--- config.mk ---
export PLATFORM = sky130hd
export DESIGN_NAME = fc_backward_seq_flat
export DESIGN_NICKNAME = d
export VERILOG_FILES = /design/src/rtl/nn_pkg.sv /design/src/rtl/fc_backward_seq_if.sv /design/src/rtl/fc_backward_seq_mac_sat.sv /design/src/rtl/fc_backward_seq.sv /design/src/flat_wrapper.sv
export SDC_FILE = /design/constraint.sdc
export NUM_CORES = 1
export LEC_CHECK = 0
export CAP_MARGIN = 20
export CORE_MARGIN = 2
export CORE_UTILIZATION = 35
export CTS_BUF_LIST = sky130_fd_sc_hd__clkbuf_16
export DETAILED_ROUTE_END_ITERATION = 16
export DONT_BUFFER_PORTS = 1
export SYNTH_ARGS = -nofsm -noshare
export SYNTH_HDL_FRONTEND = slang
export SYNTH_SLANG_ARGS = --single-unit
--- constraint.sdc ---
create_clock -name clk -period 18.1 [get_ports clk]
set_input_delay 4.525 -clock clk [delete_from_list [all_inputs] [get_ports clk]]
set_output_delay 4.525 -clock clk [all_outputs]
set_load 0.05 [all_outputs]
--- src/rtl/nn_pkg.sv ---
// rtl/nn_pkg.sv - shared sizing, saturation, FSM state and weight-index helpers
// Purpose: common definitions for the nn layer blocks (forward and backward).
// Ports: none (package).
package nn_pkg;

  typedef enum logic [1:0] {
    IDLE = 2'd0,
    RUN  = 2'd1,
    DONE = 2'd2
  } fsm_state_e;

  // Accumulator width that can hold output_size full-scale products without wrapping.
  function automatic int acc_width(input int bitwidth, input int output_size);
    return 2 * bitwidth + $clog2(output_size);
  endfunction

  // Clamp v into the signed out_w-bit range. The result is returned sign-extended;
  // callers cast it down to out_w bits.
  function automatic logic signed [63:0] sat_signed(input logic signed [63:0] v,
                                                    input int out_w);
    logic signed [63:0] hi;
    logic signed [63:0] lo;
    hi = (64'sd1 <<< (out_w - 1)) - 64'sd1;
    lo = -(64'sd1 <<< (out_w - 1));
    if (v > hi) return hi;
    if (v < lo) return lo;
    return v;
  endfunction

  // Element index of W[i][j] in the packed weight bus (multiply by BITWIDTH for the LSB).
  function automatic int w_idx(input int i, input int j, input int input_size);
    return i * input_size + j;
  endfunction

endpackage

--- src/rtl/fc_backward_seq_if.sv ---
// rtl/fc_backward_seq_if.sv - operand/result bundle of the backward FC sequencer
// Purpose: groups the start/busy/done handshake with the operand and result buses.
// Signals: start, grad_out (dY), weight (W) from the master; busy, done,
//          grad_in (dX) from the slave.
interface fc_backward_seq_if #(
  parameter int BITWIDTH    = 8,
  parameter int INPUT_SIZE  = 7,
  parameter int OUTPUT_SIZE = 5
);
  logic                                       start;
  logic [BITWIDTH*OUTPUT_SIZE-1:0]            grad_out;
  logic [BITWIDTH*INPUT_SIZE*OUTPUT_SIZE-1:0] weight;
  logic                                       busy;
  logic                                       done;
  logic [2*BITWIDTH*INPUT_SIZE-1:0]           grad_in;

  modport master (output start, grad_out, weight, input busy, done, grad_in);
  modport slave  (input start, grad_out, weight, output busy, done, grad_in);
endinterface

--- src/rtl/fc_backward_seq_mac_sat.sv ---
// rtl/fc_backward_seq_mac_sat.sv - signed MAC with clear and saturated sum view
// Purpose: accumulates a*b each enabled cycle; sum_sat shows acc+a*b clamped to 2*BW bits.
// Ports: clk, rst (sync active-high), clr (zero acc, wins over en), en (accumulate),
//        a, b (signed BW), sum_sat (signed 2*BW).
module mac_sat
  import nn_pkg::*;
#(
  parameter int BW    = 8,
  parameter int ACC_W = 19
) (
  input  logic                   clk,
  input  logic                   rst,
  input  logic                   clr,
  input  logic                   en,
  input  logic signed [BW-1:0]   a,
  input  logic signed [BW-1:0]   b,
  output logic signed [2*BW-1:0] sum_sat
);
  logic signed [2*BW-1:0]  prod;
  logic signed [ACC_W-1:0] sum;
  logic signed [ACC_W-1:0] acc_q, acc_d;

  assign prod    = (2*BW)'(a) * (2*BW)'(b);
  assign sum     = acc_q + ACC_W'(prod);
  assign sum_sat = (2*BW)'(sat_signed(64'(sum), 2 * BW));

  always_comb begin
    acc_d = acc_q;
    if (clr)     acc_d = '0;
    else if (en) acc_d = sum;
  end

  always_ff @(posedge clk) begin
    if (rst) acc_q <= '0;
    else     acc_q <= acc_d;
  end
endmodule

--- src/rtl/fc_backward_seq.sv ---
// rtl/fc_backward_seq.sv - time-multiplexed transpose product dX = W^T * dY
// Purpose: one signed MAC per cycle over j (outer) and i (inner), saturated results
//          published on grad_in together with a one-cycle done pulse.
// Ports: clk, rst (sync active-high), bus (slave side of fc_backward_seq_if).
module fc_backward_seq
  import nn_pkg::*;
#(
  parameter int BITWIDTH    = 8,
  parameter int INPUT_SIZE  = 7,
  parameter int OUTPUT_SIZE = 5
) (
  input logic               clk,
  input logic               rst,
  fc_backward_seq_if.slave  bus
);
  localparam int ACC_W = acc_width(BITWIDTH, OUTPUT_SIZE);
  localparam int RES_W = 2 * BITWIDTH;
  localparam int I_W   = (OUTPUT_SIZE > 1) ? $clog2(OUTPUT_SIZE) : 1;
  localparam int J_W   = (INPUT_SIZE > 1) ? $clog2(INPUT_SIZE) : 1;
  localparam logic [I_W-1:0] I_LAST = I_W'(OUTPUT_SIZE - 1);
  localparam logic [J_W-1:0] J_LAST = J_W'(INPUT_SIZE - 1);

  fsm_state_e                  state_q, state_d;
  logic [I_W-1:0]              i_q, i_d;
  logic [J_W-1:0]              j_q, j_d;
  logic signed [BITWIDTH-1:0]  dy_q [OUTPUT_SIZE];
  logic signed [BITWIDTH-1:0]  dy_d [OUTPUT_SIZE];
  logic signed [BITWIDTH-1:0]  w_q  [OUTPUT_SIZE][INPUT_SIZE];
  logic signed [BITWIDTH-1:0]  w_d  [OUTPUT_SIZE][INPUT_SIZE];
  logic signed [RES_W-1:0]     buf_q [INPUT_SIZE];
  logic signed [RES_W-1:0]     buf_d [INPUT_SIZE];
  logic [RES_W*INPUT_SIZE-1:0] grad_in_q, grad_in_d;

  logic                    accept, col_end, last_mac;
  logic signed [RES_W-1:0] sum_sat;

  assign accept   = (state_q == IDLE) && bus.start;
  assign col_end  = (state_q == RUN) && (i_q == I_LAST);
  assign last_mac = col_end && (j_q == J_LAST);

  // Accumulator restarts on acceptance and after every column's write-out.
  mac_sat #(.BW(BITWIDTH), .ACC_W(ACC_W)) u_mac (
    .clk     (clk),
    .rst     (rst),
    .clr     (accept || col_end),
    .en      (state_q == RUN),
    .a       (w_q[i_q][j_q]),
    .b       (dy_q[i_q]),
    .sum_sat (sum_sat)
  );

  always_comb begin
    state_d   = state_q;
    i_d       = i_q;
    j_d       = j_q;
    dy_d      = dy_q;
    w_d       = w_q;
    buf_d     = buf_q;
    grad_in_d = grad_in_q;
    case (state_q)
      IDLE: begin
        if (bus.start) begin
          for (int oi = 0; oi < OUTPUT_SIZE; oi++) begin
            dy_d[oi] = bus.grad_out[oi*BITWIDTH +: BITWIDTH];
            for (int oj = 0; oj < INPUT_SIZE; oj++)
              w_d[oi][oj] = bus.weight[w_idx(oi, oj, INPUT_SIZE)*BITWIDTH +: BITWIDTH];
          end
          i_d     = '0;
          j_d     = '0;
          state_d = RUN;
        end
      end
      RUN: begin
        if (col_end) begin
          buf_d[j_q] = sum_sat;
          i_d        = '0;
          j_d        = j_q + J_W'(1);
          if (last_mac) begin
            j_d     = '0;
            state_d = DONE;
            // Publish from buf_d so the final column written this cycle is included.
            for (int oj = 0; oj < INPUT_SIZE; oj++)
              grad_in_d[oj*RES_W +: RES_W] = buf_d[oj];
          end
        end else begin
          i_d = i_q + I_W'(1);
        end
      end
      DONE:    state_d = IDLE;
      default: state_d = IDLE;
    endcase
  end

  always_ff @(posedge clk) begin
    if (rst) begin
      state_q   <= IDLE;
      i_q       <= '0;
      j_q       <= '0;
      grad_in_q <= '0;
      for (int oi = 0; oi < OUTPUT_SIZE; oi++) begin
        dy_q[oi] <= '0;
        for (int oj = 0; oj < INPUT_SIZE; oj++) w_q[oi][oj] <= '0;
      end
      for (int oj = 0; oj < INPUT_SIZE; oj++) buf_q[oj] <= '0;
    end else begin
      state_q   <= state_d;
      i_q       <= i_d;
      j_q       <= j_d;
      grad_in_q <= grad_in_d;
      dy_q      <= dy_d;
      w_q       <= w_d;
      buf_q     <= buf_d;
    end
  end

  assign bus.busy    = (state_q != IDLE);
  assign bus.done    = (state_q == DONE);
  assign bus.grad_in = grad_in_q;
endmodule

--- src/flat_wrapper.sv ---
// flat-port wrapper written by rule: the top's interface ports become plain ports
module fc_backward_seq_flat import nn_pkg::*;
#(
  parameter int BITWIDTH    = 8,
  parameter int INPUT_SIZE  = 7,
  parameter int OUTPUT_SIZE = 5
)
  (clk, rst, bus_start, bus_grad_out, bus_weight, bus_busy, bus_done, bus_grad_in);
  fc_backward_seq_if #(.BITWIDTH(BITWIDTH), .INPUT_SIZE(INPUT_SIZE), .OUTPUT_SIZE(OUTPUT_SIZE)) bus_i ();
  input logic clk;
  input logic rst;
  input wire logic [$bits(bus_i.start)-1:0] bus_start;
  input wire logic [$bits(bus_i.grad_out)-1:0] bus_grad_out;
  input wire logic [$bits(bus_i.weight)-1:0] bus_weight;
  output wire logic [$bits(bus_i.busy)-1:0] bus_busy;
  output wire logic [$bits(bus_i.done)-1:0] bus_done;
  output wire logic [$bits(bus_i.grad_in)-1:0] bus_grad_in;
  assign bus_i.start = bus_start;
  assign bus_i.grad_out = bus_grad_out;
  assign bus_i.weight = bus_weight;
  assign bus_busy = bus_i.busy;
  assign bus_done = bus_i.done;
  assign bus_grad_in = bus_i.grad_in;
  fc_backward_seq #(.BITWIDTH(BITWIDTH), .INPUT_SIZE(INPUT_SIZE), .OUTPUT_SIZE(OUTPUT_SIZE)) u_core (.clk(clk), .rst(rst), .bus(bus_i));
endmodule
==> results.json <==
{
  "grt_first_pass_wirelength_mm": 131,
  "syn_nets": 3579,
  "fin_crit_sh_pct": 52.6,
  "io-pin-count": 437,
  "clock_sinks": 571,
  "ctsResizeCount": 0,
  "nFillCells": 7692,
  "start_util_pct": 35.3,
  "layout_commonest_cell": "nand2_1",
  "synth_seq_area_share_pct": 43.7,
  "post-cts-setup-buffers": 0,
  "layout-drive-gt1-share_pct": 6.26,
  "std_cell_rows": 100,
  "path_class": "reg -> reg",
  "vias_per_cell": 5.39,
  "worstPathArrival_ns": 10.01,
  "crit_start": "u_core.i_q[0]$_SDFFE_PP0P_",
  "clk_latency_ns": 0.65,
  "violations": "slew limit",
  "p_per_area_mw_per_mm2": 106,
  "design_area_sq_mm": 0.0287,
  "syn_area_sq_mm": 0.0262,
  "drtIter0Drc": 2004,
  "fin_nets": 3440,
  "final_cell_mix": "869 x nand2_1, 568 x dfxtp_1, 450 x a21oi_1",
  "multi_input_area_sq_mm": 0.0135,
  "cellLeakagePower_nw": 10.5,
  "max_slew_margin_pct": -13.8,
  "grt_max_degree": 450,
  "global_route.usage.total_pct": 22.2,
  "final-seq-area_sq_mm": 0.0114,
  "crit_required_ns": 18.58,
  "syn-instance-count": 3124,
  "synth_ff_type": "dfxtp_1",
  "finalHoldViolations": 0,
  "ir_drop_mv": 0.0881,
  "startpoint_type": "flip-flop",
  "synth-edff-count": 0,
  "drt_first_pass_iters": 5,
  "dp_hpwl_mm": 63.4,
  "synth-seq-cells": 571,
  "drc_errors": 0,
  "coreArea_sq_mm": 0.0742,
  "die_h_um": 278,
  "path_clk_slew_ns": 0.06,
  "ant_nets": 0,
  "crit_fanout": 50,
  "wl_per_cell_um": 22.0,
  "ctsHtreeMaxLevel": 2,
  "yosysWarnings": 0,
  "cts_buffers": 60,
  "maxCapViolations": 0,
  "wl_mm": 88.3,
  "rsz0062_at_grt": "no",
  "hold_class": "reg -> reg",
  "cts-root-buf": "clkbuf_16",
  "worst_pin_slew_ns": 1.71,
  "r2r_slack_ns": 8.58,
  "min_period_ns": 9.52,
  "antenna_found_initial": 13,
  "setup-tns-final_ns": 0,
  "critPathCaptureType": "flip-flop",
  "grt_overflow": 0,
  "synthToLayoutAreaGrowth_pct": 9.69,
  "status": "finished, violations left",
  "dpl_cell_area_sq_mm": 0.0267,
  "placed_cells": 3888,
  "cts_buffer_depth": 3,
  "ctsHoldBuffers": 0,
  "clock.fmax_mhz": 105,
  "yosysUniqueCellTypes": 59,
  "grt_pass1_vias": 20400,
  "fin_cells": 4013,
  "dieArea_sq_mm": 0.0770,
  "gp_congestion": 0.888,
  "regToRegStartpoint": "u_core.i_q[0]$_SDFFE_PP0P_",
  "slew_violations": 146,
  "portBuffers": 0,
  "syn_area_per_cell_sq_um": 8.38,
  "async_flop_share_pct": 0,
  "cts_tree": "built",
  "routed-via-count": 21600,
  "finClkSkew_ns": 0.0402,
  "worstRegToRegCells": 25,
  "setup_viol": 0,
  "die_w_um": 278,
  "rr_endpoint": "u_core.buf_q[100]$_SDFFE_PP0P_",
  "endpoint": "u_core.buf_q[100]$_SDFFE_PP0P_"
}
## worst min-delay path by stage
stage               slack, ns                            from                        endpoint  depth (start not counted)
floorplan                0.42  u_core.buf_q[100]$_SDFFE_PP0P_  u_core.buf_q[100]$_SDFFE_PP0P_                          2
global placement         0.43   u_core.buf_q[36]$_SDFFE_PP0P_   u_core.buf_q[36]$_SDFFE_PP0P_                          2
detailed placement       0.44   u_core.buf_q[38]$_SDFFE_PP0P_   u_core.buf_q[38]$_SDFFE_PP0P_                          2
CTS                      0.45    u_core.w_q[176]$_SDFFE_PP0P_    u_core.w_q[176]$_SDFFE_PP0P_                          2
global route             0.46     u_core.w_q[99]$_SDFFE_PP0P_     u_core.w_q[99]$_SDFFE_PP0P_                          2
finish                   0.45    u_core.w_q[176]$_SDFFE_PP0P_    u_core.w_q[176]$_SDFFE_PP0P_                          2
## state kept, by name, indices dropped and copies added, names as in the netlist
signal              flops
u_core.j_q              3
u_core.bus.grad_in    112
u_core.i_q              3
u_core.w_q            280
u_core.dy_q            40
u_core.u_mac.acc_q     19
u_core.buf_q          112
u_core.state_q          2
## cell usage after synthesis (all sizes together), types with 9 or more instances
| cell type | count | share of area [%] |
|---|---|---|
| clkbuf | 176 | 2.5 |
| ha | 48 | 2.3 |
| nor2 | 150 | 2.2 |
| nor3 | 35 | 0.67 |
| inv | 91 | 1.3 |
| xnor2 | 15 | 0.67 |
| nand3 | 72 | 1.4 |
| buf | 57 | 1.2 |
| nand4 | 9 | 0.27 |
| o211ai | 16 | 0.46 |
| mux4 | 36 | 3.1 |
| a211oi | 28 | 0.80 |
| and2 | 16 | 0.38 |
| o22ai | 29 | 0.69 |
| fa | 84 | 6.4 |
| o21ai | 90 | 1.7 |
| dfxtp | 571 | 44 |
| a22o | 56 | 1.9 |
| a22oi | 20 | 0.57 |
| mux2i | 63 | 2.4 |
| nor2b | 19 | 0.45 |
| a21oi | 451 | 8.6 |
| o221ai | 12 | 0.40 |
| nand2b | 9 | 0.22 |
| mux2 | 9 | 0.39 |
| a31oi | 31 | 0.86 |
| nand2 | 870 | 12 |
## cell families (layout without fill, tap and decap cells)
logic type | Yosys count | in the layout | synth area share, %
adders and majority gates | 132 | 132 | 8.72
other | 0 | 9 | 0
buffers and inverters | 327 | 238 | 5.02
xor gates and xnor gates | 21 | 21 | 0.874
DFF | 571 | 571 | 43.7
muxes | 108 | 108 | 5.89
and+or+nand+nor | 1190 | 1190 | 18.2
AOI/OAI and AO/OA | 775 | 775 | 17.6
## power breakdown
| group | switching (mW) | internal, mW |
|---|---|---|
| Sequential | 0.0322 | 1.30 |
| Clock | 0.542 | 0.698 |
| Combinational | 0.325 | 0.130 |
## stage by stage
step / power, mW / util [%] / hold WS, ns / worst slack (ns)
finish: 3.03 / 38.7 / 0.451 / 8.58
floorplan: 1.70 / - / 0.425 / 10.20
detailed placement: 1.81 / 36.0 / 0.442 / 8.68
global route: 3.14 / 38.7 / 0.463 / 7.96
global placement: 1.80 / 36.0 / 0.434 / 8.83
CTS: 3.04 / 38.6 / 0.453 / 8.66
## layout make-up
type | instances | share of cell area [%]
antenna | 9 | 0.0784
clock buffer | 61 | 5.31
clock inverter | 51 | 1.52
inverter | 94 | 1.23
multi-input combinational | 2226 | 46.9
sequential | 571 | 39.8
tap | 969 | 4.22
timing repair buffer | 32 | 0.924
## worst max-delay path, stage by stage (launching register included)
cell	delay, ns
dfxtp_4	0.83
buf_4	0.69
clkinv_1	0.53
nand2_1	0.33
nor2_1	0.08
a21oi_1	0.17
a21oi_1	0.10
a31oi_1	0.22
o221ai_1	0.42
nor2b_1	0.30
fa_1	0.44
fa_1	0.49
inv_1	0.06
fa_1	0.52
inv_1	0.05
fa_1	0.40
fa_1	0.41
ha_1	0.35
a21o_1	0.18
o21bai_2	0.23
o2111ai_4	0.29
a31oi_4	0.13
xnor2_2	0.83
a31oi_4	0.54
nor2_1	0.53
o21ai_0	0.16
## per-layer routing
layer	vias to the layer above	global-route usage (%)	wire [um]
li1	10300	-	-
met1	10400	29.0	37200
met2	741	36.7	41800
met3	111	5.69	7430
met4	10	5.53	1760
met5	-	0	72
Power figures use the tool's default switching activity.
